## src/rtl/jzjpcc_mem_arbiter.sv

```systemverilog
// jzjpcc_mem_arbiter: shares one memory port between instruction fetch and the
// load/store path. One transaction is in flight at a time. Data requests win
// by default; after STARVE_LIMIT consecutive data grants with fetch waiting,
// fetch wins the next contended arbitration.
//
// Ports:
//   clock, reset_n              rising-edge clock, async active-low reset
//   if_req/if_addr              fetch request and byte address
//   if_done/if_rdata            fetch completion pulse and fetched word
//   d_req/d_we/d_addr           load/store request, direction, byte address
//   d_wdata/d_byteMask          lane-aligned store data and byte enables
//   d_done/d_rdata              data completion pulse and load word
//   mem_req/mem_we/mem_addr     memory request, write enable, word address
//   mem_wdata/mem_byteMask      memory write data and byte enables
//   mem_ack/mem_rdata           memory completion and read data
module jzjpcc_mem_arbiter #(
    parameter int unsigned STARVE_LIMIT = 4
) (
    input  logic        clock,
    input  logic        reset_n,
    input  logic        if_req,
    input  logic [31:0] if_addr,
    output logic        if_done,
    output logic [31:0] if_rdata,
    input  logic        d_req,
    input  logic        d_we,
    input  logic [31:0] d_addr,
    input  logic [31:0] d_wdata,
    input  logic [3:0]  d_byteMask,
    output logic        d_done,
    output logic [31:0] d_rdata,
    output logic        mem_req,
    output logic        mem_we,
    output logic [29:0] mem_addr,
    output logic [31:0] mem_wdata,
    output logic [3:0]  mem_byteMask,
    input  logic        mem_ack,
    input  logic [31:0] mem_rdata
);

    localparam int unsigned CNT_W = 4;
    localparam logic [CNT_W-1:0] LIMIT = CNT_W'(STARVE_LIMIT);

    localparam logic [1:0] S_IDLE  = 2'd0;
    localparam logic [1:0] S_FETCH = 2'd1;
    localparam logic [1:0] S_DATA  = 2'd2;

    logic [1:0]       state, state_nxt;
    logic [CNT_W-1:0] cnt, cnt_nxt;
    logic             req_nxt, we_nxt;
    logic [29:0]      addr_nxt;
    logic [31:0]      wdata_nxt;
    logic [3:0]       mask_nxt;
    logic             if_done_nxt, d_done_nxt;
    logic [31:0]      if_rdata_nxt, d_rdata_nxt;

    // Byte-offset bits of both addresses are not used for word accesses.
    logic unused_addr_lsbs;
    assign unused_addr_lsbs = ^{if_addr[1:0], d_addr[1:0]};

    // A side that is completing this cycle still shows its old req; ignore it.
    logic if_ok, d_ok, grant_f, grant_d;
    assign if_ok   = if_req && !if_done;
    assign d_ok    = d_req && !d_done;
    assign grant_f = (state == S_IDLE) && if_ok && (!d_ok || (cnt == LIMIT));
    assign grant_d = (state == S_IDLE) && d_ok && !grant_f;

    // Next-state and next-output logic.
    always_comb begin
        state_nxt    = state;
        cnt_nxt      = cnt;
        req_nxt      = mem_req;
        we_nxt       = mem_we;
        addr_nxt     = mem_addr;
        wdata_nxt    = mem_wdata;
        mask_nxt     = mem_byteMask;
        if_done_nxt  = 1'b0;
        d_done_nxt   = 1'b0;
        if_rdata_nxt = if_rdata;
        d_rdata_nxt  = d_rdata;
        case (state)
            S_IDLE: begin
                if (grant_f) begin
                    state_nxt = S_FETCH;
                    req_nxt   = 1'b1;
                    we_nxt    = 1'b0;
                    addr_nxt  = if_addr[31:2];
                    wdata_nxt = 32'h0;
                    mask_nxt  = 4'hF;
                    cnt_nxt   = '0;
                end else if (grant_d) begin
                    state_nxt = S_DATA;
                    req_nxt   = 1'b1;
                    we_nxt    = d_we;
                    addr_nxt  = d_addr[31:2];
                    wdata_nxt = d_wdata;
                    mask_nxt  = d_we ? d_byteMask : 4'hF;
                    if (if_req && (cnt < LIMIT)) begin
                        cnt_nxt = cnt + CNT_W'(1);
                    end
                end
            end
            S_FETCH: begin
                if (mem_ack) begin
                    state_nxt    = S_IDLE;
                    req_nxt      = 1'b0;
                    if_done_nxt  = 1'b1;
                    if_rdata_nxt = mem_rdata;
                end
            end
            S_DATA: begin
                if (mem_ack) begin
                    state_nxt  = S_IDLE;
                    req_nxt    = 1'b0;
                    d_done_nxt = 1'b1;
                    if (!mem_we) begin
                        d_rdata_nxt = mem_rdata;
                    end
                end
            end
            default: begin
                state_nxt = S_IDLE;
                req_nxt   = 1'b0;
            end
        endcase
    end

    // State and registered outputs.
    always_ff @(posedge clock or negedge reset_n) begin
        if (!reset_n) begin
            state        <= S_IDLE;
            cnt          <= '0;
            mem_req      <= 1'b0;
            mem_we       <= 1'b0;
            mem_addr     <= '0;
            mem_wdata    <= '0;
            mem_byteMask <= '0;
            if_done      <= 1'b0;
            d_done       <= 1'b0;
            if_rdata     <= '0;
            d_rdata      <= '0;
        end else begin
            state        <= state_nxt;
            cnt          <= cnt_nxt;
            mem_req      <= req_nxt;
            mem_we       <= we_nxt;
            mem_addr     <= addr_nxt;
            mem_wdata    <= wdata_nxt;
            mem_byteMask <= mask_nxt;
            if_done      <= if_done_nxt;
            d_done       <= d_done_nxt;
            if_rdata     <= if_rdata_nxt;
            d_rdata      <= d_rdata_nxt;
        end
    end

endmodule

```

## config.mk

```make
export PLATFORM = sky130hd
export DESIGN_NAME = jzjpcc_mem_arbiter
export DESIGN_NICKNAME = d
export VERILOG_FILES = /design/src/rtl/jzjpcc_mem_arbiter.sv
export SDC_FILE = /design/constraint.sdc
export NUM_CORES = 1
export LEC_CHECK = 0
export ABC_AREA = 1
export CAP_MARGIN = 20
export CORE_UTILIZATION = 42
export CTS_BUF_LIST = sky130_fd_sc_hd__clkbuf_16
export DETAILED_ROUTE_END_ITERATION = 10
export GPL_TIMING_DRIVEN = 0
export PLACE_DENSITY = 0.81
export SLEW_MARGIN = 10
export SYNTH_ARGS = -nofsm -noshare
export SYNTH_HDL_FRONTEND = slang
export SYNTH_SLANG_ARGS = --single-unit
```

## constraint.sdc

```tcl
create_clock -name clock -period 1.56 [get_ports clock]
set_input_delay 0.234 -clock clock [delete_from_list [all_inputs] [get_ports clock]]
set_output_delay 0.234 -clock clock [all_outputs]
set_load 0.01 [all_outputs]
```

==> flow_metrics.py <==
metrics = {
    "critical_path": {
        "worst-path-buf-inv": 1,
        "crit_chain": "clkdlybuf4s50_1",
        "cp-end-kind": "output pin",
        "cp.required_ns": 1.33,
        "path_delay_family": "buffers and inverters",
        "slowest_delay_ns": 0.53,
        "critPathMaxFanout": 2,
        "crit_slowest_cell": "clkdlybuf4s50_1",
        "critical_path_arrival_ns": 1.29,
        "crit_type": "flop to output pin",
        "cp-start-kind": "flop",
    },
    "timing": {
        "post-route-min-period_ns": 1.524,
        "rsz0062_at_grt": "true",
        "finalHoldViolCount": 0,
        "fmaxAchievable_mhz": 656.3,
        "report.final.slew_viol_count": 0,
        "setup-violations-final": 0,
        "finalClockSkew_ns": 0.009005,
        "final.setup.tns_ns": 0,
        "tightest_slew_ns": 0.8040,
        "finalCritPeriodShare_pct": 97.67,
        "maxSlewHeadroom_pct": 46.40,
    },
    "global_routing": {
        "met3_usage_pct": 8.412,
        "track_usage_pct": 24.99,
        "overflow": 0,
        "first_global_vias": 5487,
        "grt.busiest_layer": "met2",
        "grt_use_met2_pct": 42.37,
        "grt_max_degree": 89,
        "gr-usage-met1_pct": 29.28,
        "grt_pass1_wl_mm": 28.13,
        "antenna_found_initial": 0,
    },
    "worst_hold_path": {
        "hp-class": "input pin to flop",
    },
    "route": {
        "drt-vias-per-instance": 4.770,
        "drt-wirelength-per-cell_um": 15.29,
        "first_pass_iters": 4,
        "drcViolationCount": 0,
        "drt_wl_total_mm": 17.95,
        "vias": 5600,
        "ant_nets": 0,
        "first_iter_violations": 282,
    },
    "logic_synthesis": {
        "ys_seq_elements": 140,
        "synthCells": 688,
        "syn_avg_cell_area_um2": 8.704,
        "synth.net_count": 831,
        "ys_warn_count": 0,
        "synth_area_um2": 5988,
        "yosysSeqAreaShare_pct": 58.50,
        "synth_cell_types": 18,
    },
    "die": {
        "fp.dieW_um": 121.4,
        "die_area_um2": 14740,
        "die_y_um": 121.4,
        "core_area_um2": 13880,
        "start_util_pct": 43.14,
        "ios": 272,
        "num_rows": 43,
    },
    "cts": {
        "h-tree-depth": 4,
        "numCtsBuffers": 17,
        "clkTransAtPathRegs_ns": 0.06,
        "clock_path_buffers": 2,
        "cts_tree": "done",
        "cts.sinks": 140,
        "insertion_delay_ns": 0.42,
        "clockRootBuffer": "clkbuf_16",
    },
    "cells_and_area": {
        "final_cells": 1174,
        "area_growth_pct": 63.66,
        "postLayoutCoreUtil_pct": 70.61,
        "final_common_cell": "nand2_1",
        "n_antenna_cell": 0,
        "final_nets": 1124,
        "mostFrequentLayoutCells": "239 x nand2_1, 140 x dfrtp_1, 139 x clkdlybuf4s50_1",
        "layout-drive-gt1-share_pct": 9.356,
    },
    "outcome": {
        "status": "finished clean",
    },
    "power_and_ir_drop": {
        "pwr_density_cell_nw_per_um2": 1873,
        "p_int_w": 0.01185,
        "pwr-share-seq_pct": 34.1,
        "leakage_nw": 5.610,
        "peakVddDrop_mv": 1.032,
        "p_sw_w": 0.006505,
        "power_w": 0.01836,
        "p_sw_share_pct": 35.44,
        "combPwrFrac_pct": 41.9,
        "clock_power_share_pct": 24.0,
    },
    "run": {
        "cap_violations": 0,
    },
    "placement": {
        "place_congestion": 0.8218,
        "dp.cells": 1136,
        "dp_hpwl_mm": 12.65,
        "portBuffers": 267,
    },
}
## state kept, by name, indices dropped and copies added (netlist names)
name and count:
mem_wdata 32, state 2, d_done 1, mem_req 1
cnt 4, if_done 1, mem_addr 30, d_rdata 32
mem_we 1, mem_byteMask 4, if_rdata 32
## logic make-up (layout without fill, tap and decap cells)
logic type,after synthesis,count (layout),share of synthesized area [%]
AOI/OAI and AO/OA,104,104,8.943
adders and majority gates,5,5,1.045
buffers and inverters,119,425,8.525
DFF,140,140,58.50
and+or+nand+nor,320,320,22.98
## metrics by stage
stage	hold slack [ns]	worst slack, ns	cell area [um2]
floorplan	-0.06159	0.1503	5988
global placement	0.4613	-5.383	8886
detailed placement	0.3597	-0.2122	8915
CTS	0.3610	0.0004886	9522
global route	0.3653	-0.01397	9801
finish	0.3767	0.03634	9801
## area by class of cell
| cell class | instances | area [um2] |
|---|---|---|
| Buffer | 41 | 297.8 |
| Clock buffer | 17 | 425.4 |
| Clock inverter | 15 | 217.7 |
| Fill cell | 1077 | 4080 |
| Inverter | 78 | 295.3 |
| Multi-Input combinational cell | 429 | 2034 |
| Sequential cell | 140 | 3503 |
| Tap cell | 180 | 225.2 |
| Timing Repair Buffer | 274 | 2801 |
## path summary, 6_finish.rpt
kind,from,depth (start not counted),end,slack (ns)
min in group asynchronous,reset_n,2,if_rdata[24]$_DFFE_PN0P_,0.47
min,d_wdata[10],3,mem_wdata[10]$_DFFE_PN0P_,0.38
max in group asynchronous,reset_n,3,mem_byteMask[2]$_DFFE_PN0P_,0.37
max,mem_wdata[6]$_DFFE_PN0P_,1,mem_wdata[6],0.04
min reg2reg,mem_addr[25]$_DFFE_PN0P_,2,mem_addr[25]$_DFFE_PN0P_,0.47
max reg2reg,cnt[0]$_DFFE_PN0P_,9,mem_wdata[3]$_DFFE_PN0P_,0.08
## metal layers
layer | vias to the layer above | part of all wire, %
li1 | 2752 | -
met1 | 2603 | 40
met2 | 222 | 49
met4 | 0 | 1.7
met3 | 23 | 9.2
met5 | - | 0
## synth_stat cells
| library cell | count | area share, % |
|---|---|---|
| buf_6 | 1 | 0.19 |
| nand3b_1 | 30 | 3.8 |
| nor2_4 | 1 | 0.19 |
| nor2_1 | 7 | 0.44 |
| o21ai_0 | 98 | 8.2 |
| buf_4 | 11 | 1.4 |
| inv_1 | 76 | 4.8 |
| nand3_1 | 36 | 3.0 |
| nand2_1 | 242 | 15 |
| clkbuf_1 | 16 | 1.0 |
| o211ai_1 | 6 | 0.75 |
| ha_1 | 5 | 1.0 |
| buf_2 | 12 | 1.0 |
| inv_2 | 2 | 0.13 |
| dfrtp_1 | 140 | 59 |
| buf_1 | 1 | 0.063 |
| nand2_2 | 1 | 0.10 |
| nand4_1 | 3 | 0.31 |
## timing repair
item	CTS	global route
gates resized for setup	91	108
endpoints found under the hold margin	87	0
gates cloned	0	1
pin swaps	1	3
endpoints found under the setup margin	190	167
buffers inserted	1	3
hold buffers	1	0
## power groups by stage
stage / clock [W] / combinational, W / sequential (W)
final: 0.00441 / 0.00769 / 0.00625
after global routing: 0.00463 / 0.00851 / 0.00646
after CTS: 0.00448 / 0.00776 / 0.00628
after detailed placement: 0 / 0.00822 / 0.00631
after global placement: 0 / 0.00806 / 0.00628
after floorplan: 0 / 0.00269 / 0.00706
No activity file was read; power rests on OpenSTA's default activity.
